--- src/rtl/dpu_cmd_responder.sv ---
// DPU host command responder.
// Decodes byte-level host commands into region writes, fmap reads with a
// registered response, layer/scale register updates and conv-engine runs.
// Owns the busy/done/current_layer status and the ping-pong buffer selector.
//
// state   | meaning
// --------+-----------------------------------------------------------
// IDLE    | ready for a command; set-layer/scale/illegal complete here
// WR      | write strobe on the memory port, then back to IDLE
// RD_WAIT | read issued, waiting out the memory read latency
// RSP     | read response strobe on the response port
// RUN     | engine started, waiting for run_done
// FIN     | done pulse, ping-pong toggled, back to IDLE
module dpu_cmd_responder #(
    parameter int MAX_CH   = 256,
    parameter int MAX_FMAP = 65536,
    parameter int MAX_WBUF = 147456,
    parameter int RD_LAT   = 1
) (
    input  logic        clk,
    input  logic        rst,
    input  logic        cmd_valid,
    output logic        cmd_ready,
    input  logic [2:0]  cmd_type,
    input  logic [23:0] cmd_addr,
    input  logic [7:0]  cmd_data,
    output logic        rsp_valid,
    output logic [7:0]  rsp_data,
    output logic        mem_we,
    output logic        mem_re,
    output logic [1:0]  mem_sel,
    output logic [23:0] mem_addr,
    output logic [7:0]  mem_wdata,
    input  logic [7:0]  mem_rdata,
    output logic        run_start,
    input  logic        run_done,
    output logic        busy,
    output logic        done,
    output logic [4:0]  current_layer,
    output logic [15:0] scale,
    output logic        ping_pong,
    output logic        bad_cmd
);

    localparam logic [31:0] L_WBUF_END  = 32'(MAX_WBUF);
    localparam logic [31:0] L_FMAP_BASE = 32'(MAX_WBUF + MAX_CH * 4);
    localparam logic [31:0] L_FMAP_END  = 32'(MAX_WBUF + MAX_CH * 4 + MAX_FMAP);
    localparam logic [31:0] L_FMAP_SIZE = 32'(MAX_FMAP);
    localparam logic [23:0] L_BIAS_OFF  = 24'(MAX_WBUF);
    localparam logic [23:0] L_FMAP_OFF  = 24'(MAX_WBUF + MAX_CH * 4);
    localparam logic [2:0]  L_RD_LAT    = 3'(RD_LAT);

    localparam logic [2:0] CMD_WRITE = 3'd0;
    localparam logic [2:0] CMD_RUN   = 3'd1;
    localparam logic [2:0] CMD_READ  = 3'd2;
    localparam logic [2:0] CMD_LAYER = 3'd3;
    localparam logic [2:0] CMD_SCALE = 3'd5;

    typedef enum logic [2:0] {
        S_IDLE, S_WR, S_RD_WAIT, S_RSP, S_RUN, S_FIN
    } state_t;

    state_t      r_state;
    state_t      w_next;
    logic        w_accept;
    logic [31:0] w_addr_ext;
    logic        w_wr_ok;
    logic [1:0]  w_wr_sel;
    logic [23:0] w_wr_off;
    logic [2:0]  r_rd_cnt;
    logic        r_rd_bad;

    // Ready is gated by rst so the host sees no ready while reset is held.
    assign cmd_ready  = (r_state == S_IDLE) && !rst;
    assign w_accept   = cmd_valid && cmd_ready;
    assign w_addr_ext = {8'd0, cmd_addr};

    // Map a host byte address onto its region and region offset.
    always_comb begin
        w_wr_ok  = 1'b1;
        w_wr_sel = 2'd0;
        w_wr_off = cmd_addr;
        if (w_addr_ext < L_WBUF_END) begin
            w_wr_sel = 2'd0;
        end else if (w_addr_ext < L_FMAP_BASE) begin
            w_wr_sel = 2'd1;
            w_wr_off = cmd_addr - L_BIAS_OFF;
        end else if (w_addr_ext < L_FMAP_END) begin
            w_wr_sel = 2'd2;
            w_wr_off = cmd_addr - L_FMAP_OFF;
        end else begin
            w_wr_ok  = 1'b0;
        end
    end

    // State register.
    always_ff @(posedge clk) begin
        if (rst) r_state <= S_IDLE;
        else     r_state <= w_next;
    end

    // Next-state decode.
    always_comb begin
        w_next = r_state;
        case (r_state)
            S_IDLE: begin
                if (w_accept) begin
                    case (cmd_type)
                        CMD_WRITE: w_next = S_WR;
                        CMD_READ:  w_next = S_RD_WAIT;
                        CMD_RUN:   w_next = S_RUN;
                        default:   w_next = S_IDLE;
                    endcase
                end
            end
            S_WR:      w_next = S_IDLE;
            S_RD_WAIT: if (r_rd_cnt == 3'd0) w_next = S_RSP;
            S_RSP:     w_next = S_IDLE;
            S_RUN:     if (run_done) w_next = S_FIN;
            S_FIN:     w_next = S_IDLE;
            default:   w_next = S_IDLE;
        endcase
    end

    // Registered outputs, status registers and the read-latency down-counter.
    always_ff @(posedge clk) begin
        if (rst) begin
            rsp_valid     <= 1'b0;
            rsp_data      <= 8'd0;
            mem_we        <= 1'b0;
            mem_re        <= 1'b0;
            mem_sel       <= 2'd0;
            mem_addr      <= 24'd0;
            mem_wdata     <= 8'd0;
            run_start     <= 1'b0;
            busy          <= 1'b0;
            done          <= 1'b0;
            current_layer <= 5'd0;
            scale         <= 16'd0;
            ping_pong     <= 1'b0;
            bad_cmd       <= 1'b0;
            r_rd_cnt      <= 3'd0;
            r_rd_bad      <= 1'b0;
        end else begin
            mem_we    <= 1'b0;
            mem_re    <= 1'b0;
            run_start <= 1'b0;
            rsp_valid <= 1'b0;
            done      <= 1'b0;

            if (w_accept) begin
                case (cmd_type)
                    CMD_WRITE: begin
                        if (w_wr_ok) begin
                            mem_we    <= 1'b1;
                            mem_sel   <= w_wr_sel;
                            mem_addr  <= w_wr_off;
                            mem_wdata <= cmd_data;
                        end else begin
                            bad_cmd   <= 1'b1;
                        end
                    end
                    CMD_READ: begin
                        r_rd_cnt <= L_RD_LAT;
                        if (w_addr_ext < L_FMAP_SIZE) begin
                            mem_re   <= 1'b1;
                            mem_sel  <= 2'd3;
                            mem_addr <= cmd_addr;
                            r_rd_bad <= 1'b0;
                        end else begin
                            r_rd_bad <= 1'b1;
                            bad_cmd  <= 1'b1;
                        end
                    end
                    CMD_RUN: begin
                        run_start <= 1'b1;
                        busy      <= 1'b1;
                    end
                    CMD_LAYER: current_layer <= cmd_data[4:0];
                    CMD_SCALE: begin
                        if (cmd_addr == 24'd0)      scale[7:0]  <= cmd_data;
                        else if (cmd_addr == 24'd1) scale[15:8] <= cmd_data;
                        else                        bad_cmd     <= 1'b1;
                    end
                    default: bad_cmd <= 1'b1;
                endcase
            end

            // An out-of-range read still answers, with a zero byte.
            if (r_state == S_RD_WAIT) begin
                if (r_rd_cnt == 3'd0) begin
                    rsp_valid <= 1'b1;
                    rsp_data  <= r_rd_bad ? 8'd0 : mem_rdata;
                end else begin
                    r_rd_cnt  <= r_rd_cnt - 3'd1;
                end
            end

            if (r_state == S_RUN && run_done) begin
                busy      <= 1'b0;
                done      <= 1'b1;
                ping_pong <= ~ping_pong;
            end
        end
    end

endmodule

--- config.mk ---
export PLATFORM = sky130hd
export DESIGN_NAME = dpu_cmd_responder
export DESIGN_NICKNAME = d
export VERILOG_FILES = /design/src/rtl/dpu_cmd_responder.sv
export SDC_FILE = /design/constraint.sdc
export NUM_CORES = 1
export LEC_CHECK = 0
export CAP_MARGIN = 30
export CORE_ASPECT_RATIO = 0.8
export CORE_UTILIZATION = 30
export DETAILED_ROUTE_END_ITERATION = 16
export SLEW_MARGIN = 10
export SYNTH_ARGS = -nofsm -noshare
export SYNTH_HDL_FRONTEND = slang
export SYNTH_SLANG_ARGS = --single-unit
--- constraint.sdc ---
create_clock -name clk -period 2.8 [get_ports clk]
set_input_delay 0.28 -clock clk [delete_from_list [all_inputs] [get_ports clk]]
set_output_delay 0.28 -clock clk [all_outputs]
set_load 0.005 [all_outputs]
==> results by stage <==
Global routing:
- The number of global-route vias before repair came to 2996.
- The total overflow left after global routing is 0.
- The global-route usage over all layers is 16.4%.
- The first-pass GRT wire length is 15.0 mm.
- The initial antenna violation count came to 0.
- The maximum number of pins on one net before global-route repair is 64.

Clock tree:
- Counting every sink on the clock net gives 78.
- The source-to-sink clock delay at the later pin of the worst-skew pair is 0.33 ns.
- The clock tree synthesis step divided the H-tree into 3 levels.
- After clock tree synthesis, the clock-pin slew on the worst setup and hold paths is 0.06 ns.
- The number of gates resized after CTS is 0.
- The buffer count from post-CTS setup fixing is 0.
- Clock tree synthesis inserted a total of 9 buffers.
- The largest buffer count on any clock path is 2.
- The number of hold buffers added after cts is 0.
- The clock root buffer master is sky130_fd_sc_hd__clkbuf_16.
- The clock tree from TritonCTS is built.

Worst setup path:
- Data on the critical path arrives at its endpoint at 2.52 ns.
- The data required time at the worst endpoint is 2.98 ns.
- The most critical setup path has its startpoint at cmd_addr[11].
- The kind of end point of the critical path is a register.
- The startpoint identified for the worst register-to-register timing path is r_state[2]$_SDFFE_PP0P_.
- The top fanout value on the critical path is 5.
- The setup path with the least slack is of type input pin to register.
- The register-to-register setup slack is 0.83 ns.
- The startpoint kind of the worst setup timing path is an input pin.

Placed design:
- The final weighted congestion of routability-driven global placement is 0.894.
- The worst slack at placement is 0.151 ns.
- The count of input and output buffers is 118.
- The placed wire-length estimate is 7.02 mm.
- After detailed placement, the total cell area comes to 0.00483 mm2.

STA:
- The fmax is 428 MHz.
- The clock arrives with 0.00632 ns of skew.
- The final count of pins violating max slew came to 0.
- The worst path uses 83.5% of the clock period.
- The worst setup slack after layout is 0.463 ns.
- The number of failing setup endpoints in the final timing report is 0.
- The shortest period the worst path allows is 2.34 ns.
- In the final timing run, aggregate negative setup slack is 0 ns.
- Setup repair after global routing left no endpoint under its margin.
- The hold violation count in the final report came to 0.
- The pin slew with the least headroom to its limit is 0.690 ns.
- The worst-case headroom to the max-slew limit is 54.0%.

Synth:
- The top cell type by area accounts for 45.9% of the synthesized area.
- Counting flops and latches in the post-synthesis netlist gives 78.
- By instance count, the leading cell after synthesis is sky130_fd_sc_hd__dfxtp_1.
- The cell count after synthesis is 353.
- After synthesis, the cell types taking the most area are sky130_fd_sc_hd__dfxtp_1, sky130_fd_sc_hd__mux2i_1, sky130_fd_sc_hd__nor2_1.
- The largest total area in the synthesized netlist belongs to sky130_fd_sc_hd__dfxtp_1.
- The yosys synthesis warning count is 0.
- The synthesized design contains 0 enable-type register cells.
- Summing every instance area after synthesis gives 0.00340 mm2.
- By count the netlist is led by sky130_fd_sc_hd__dfxtp_1, sky130_fd_sc_hd__nor2_1, sky130_fd_sc_hd__mux2i_1.
- The netlist uses 65 different library cells.
- Counting flops with an async set or reset pin after synthesis yields a share of 0%.
- The per-instance average area after synthesis is 9.64 um2.
- The sequential fraction of the synthesis area is 45.9%.
- Counting every net in the synthesized netlist gives 406.
- In the synthesized netlist the dominant register cell turns out to be sky130_fd_sc_hd__dfxtp_1.

Route:
- Summed over all layers, the routed wires come to 9.45 mm.
- The remaining routing DRC violations is 0.
- The detail route stage leaves a number of antenna-violating nets equal to 0.
- The final routed wire length divided by cell count is 14.9 um.
- For this block, the initial DRC count from the detailed router was 74.
- For this run, the detailed router's first-pass iteration total came to 5.
- Summing over every cut layer, the via total after detailed routing is 3100.
- In the routed layout, each cell is associated on average with a via count of 4.87.

Floorplanning:
- The die is 121 um wide.
- For this configuration, the core starts out at a cell density of 31.0%.
- The number of placement rows is 34.
- The boundary pin count is 119.
- The die footprint is 0.0118 mm2.
- The die is 97.3 um tall.
- In this run the standard cell core region covers 0.0110 mm2.

Finish:
- Relative to the synthesized area, the layout overhead comes to 51.3%.
- The post-route netlist has 13.8% of its cells at a drive strength greater than 1.
- At the end of the flow, the number of nets in the layout was 540.
- After filler insertion, the fill cell instance count of the layout stands at 1070.
- Cells fill 46.9% of the core in the end.
- Summing all non-filler instances in the final layout gives an area of 0.00515 mm2.
- 0 antenna diodes ended up in the layout.

Job:
- Across the run, the number of max-cap violations was 0.

Pwr:
- The worst-case IR drop observed on VDD is 0.000382 V.
- In this run the power density over the cells is 490 mW/mm2.
- The leakage component of the power is 1.86 nW.

Outcome:
- The flow ran to the end, and the final reports show no timing, DRC or antenna violations.

Hold path:
- The classification of the worst-slack hold path is input pin to register.
- The source of the worst hold timing path is rst.
## path summary, 6_finish.rpt
| path | end | cells past startpoint |
|---|---|---|
| max | mem_sel[1]$_SDFFE_PP0P_ | 9 |
| min | r_rd_cnt[2]$_SDFF_PP0_ | 5 |
| max reg2reg | mem_addr[15]$_SDFFE_PP0P_ | 6 |
| min reg2reg | mem_addr[0]$_SDFFE_PP0P_ | 2 |
## cell usage in the layout, fill, tap and decap left out, drive strengths merged, types with 5 or more instances in the layout
master         synthesis  final
nand3                  5      5
clkbuf                10     10
a211oi                 9      9
a21oi                 15     15
nor3                  12     12
ha                     6      6
nor4                   8      8
o21ai                  7      7
clkdlybuf4s50          0    117
mux2i                 31     31
nand2                 31     31
a22o                   8      8
dfxtp                 78     78
buf                    7     23
inv                   13     14
nor2                  51     51
## layout make-up
| cell class | instances | area [um2] | share of cell area [%] |
|---|---|---|---|
| sequential | 78 | 1560 | 30.3 |
| multi-input combinational | 245 | 1710 | 33.2 |
| inverter | 13 | 48.8 | 0.948 |
| tap | 144 | 180 | 3.50 |
| clock buffer | 10 | 239 | 4.64 |
| clock inverter | 6 | 68.8 | 1.34 |
| timing repair buffer | 140 | 1340 | 26.0 |
## registers in the layout, summed over array words and instances, names as in the netlist
name	cells
scale	16
current_layer	5
mem_we	1
mem_wdata	8
rsp_valid	1
r_rd_cnt	3
busy	1
done	1
rsp_data	8
ping_pong	1
r_rd_bad	1
mem_addr	24
run_start	1
mem_sel	2
bad_cmd	1
mem_re	1
r_state	3
## stage by stage
step | instances | hold slack (ns) | power, W
2_1_floorplan | 353 | 0.384 | 0.00123
6_report | 636 | 0.433 | 0.00252
3_5_place_dp | 619 | 0.446 | 0.00136
4_1_cts | 635 | 0.428 | 0.00256
3_3_place_gp | 619 | 0.439 | 0.00136
5_1_grt | 636 | 0.469 | 0.00263
## routing by layer
metal  track usage, %  vias to the layer above  wire length (um)
met3             7.22                       16               895
met4             5.79                        0               201
met1             21.5                     1437              4450
met5                0                        -                 0
met2             23.8                      104              3900
li1                 -                     1543                 -
## cell families after synthesis
group           count (synthesis)  share of synthesized area [%]
xor+xnor                        3                          0.772
buf+inv                        30                           4.01
simple gates                  133                           21.0
compound gates                 69                           16.0
fa+ha+maj                       6                           2.21
mux                            34                           10.1
flops                          78                           45.9
## where the power goes
| part | switching (W) | internal (W) | total (W) |
|---|---|---|---|
| Combinational | 0.000103 | 0.000110 | 0.000213 |
| Sequential | 0.00000606 | 0.00112 | 0.00112 |
| Clock | 0.000468 | 0.000719 | 0.00119 |
| Total | 0.000577 | 0.00195 | 0.00252 |
## worst max-delay path, stage by stage
cell and delay [ns]:
sky130_fd_sc_hd__clkdlybuf4s50_1 0.52, sky130_fd_sc_hd__inv_1 0.07, sky130_fd_sc_hd__ha_1 0.20, sky130_fd_sc_hd__nor3b_2 0.19, sky130_fd_sc_hd__buf_4 0.15, sky130_fd_sc_hd__o21ai_0 0.34, sky130_fd_sc_hd__mux2_2 0.39, sky130_fd_sc_hd__a311oi_1 0.31
sky130_fd_sc_hd__nor3_1 0.07
(Power assumes the default switching activity.)
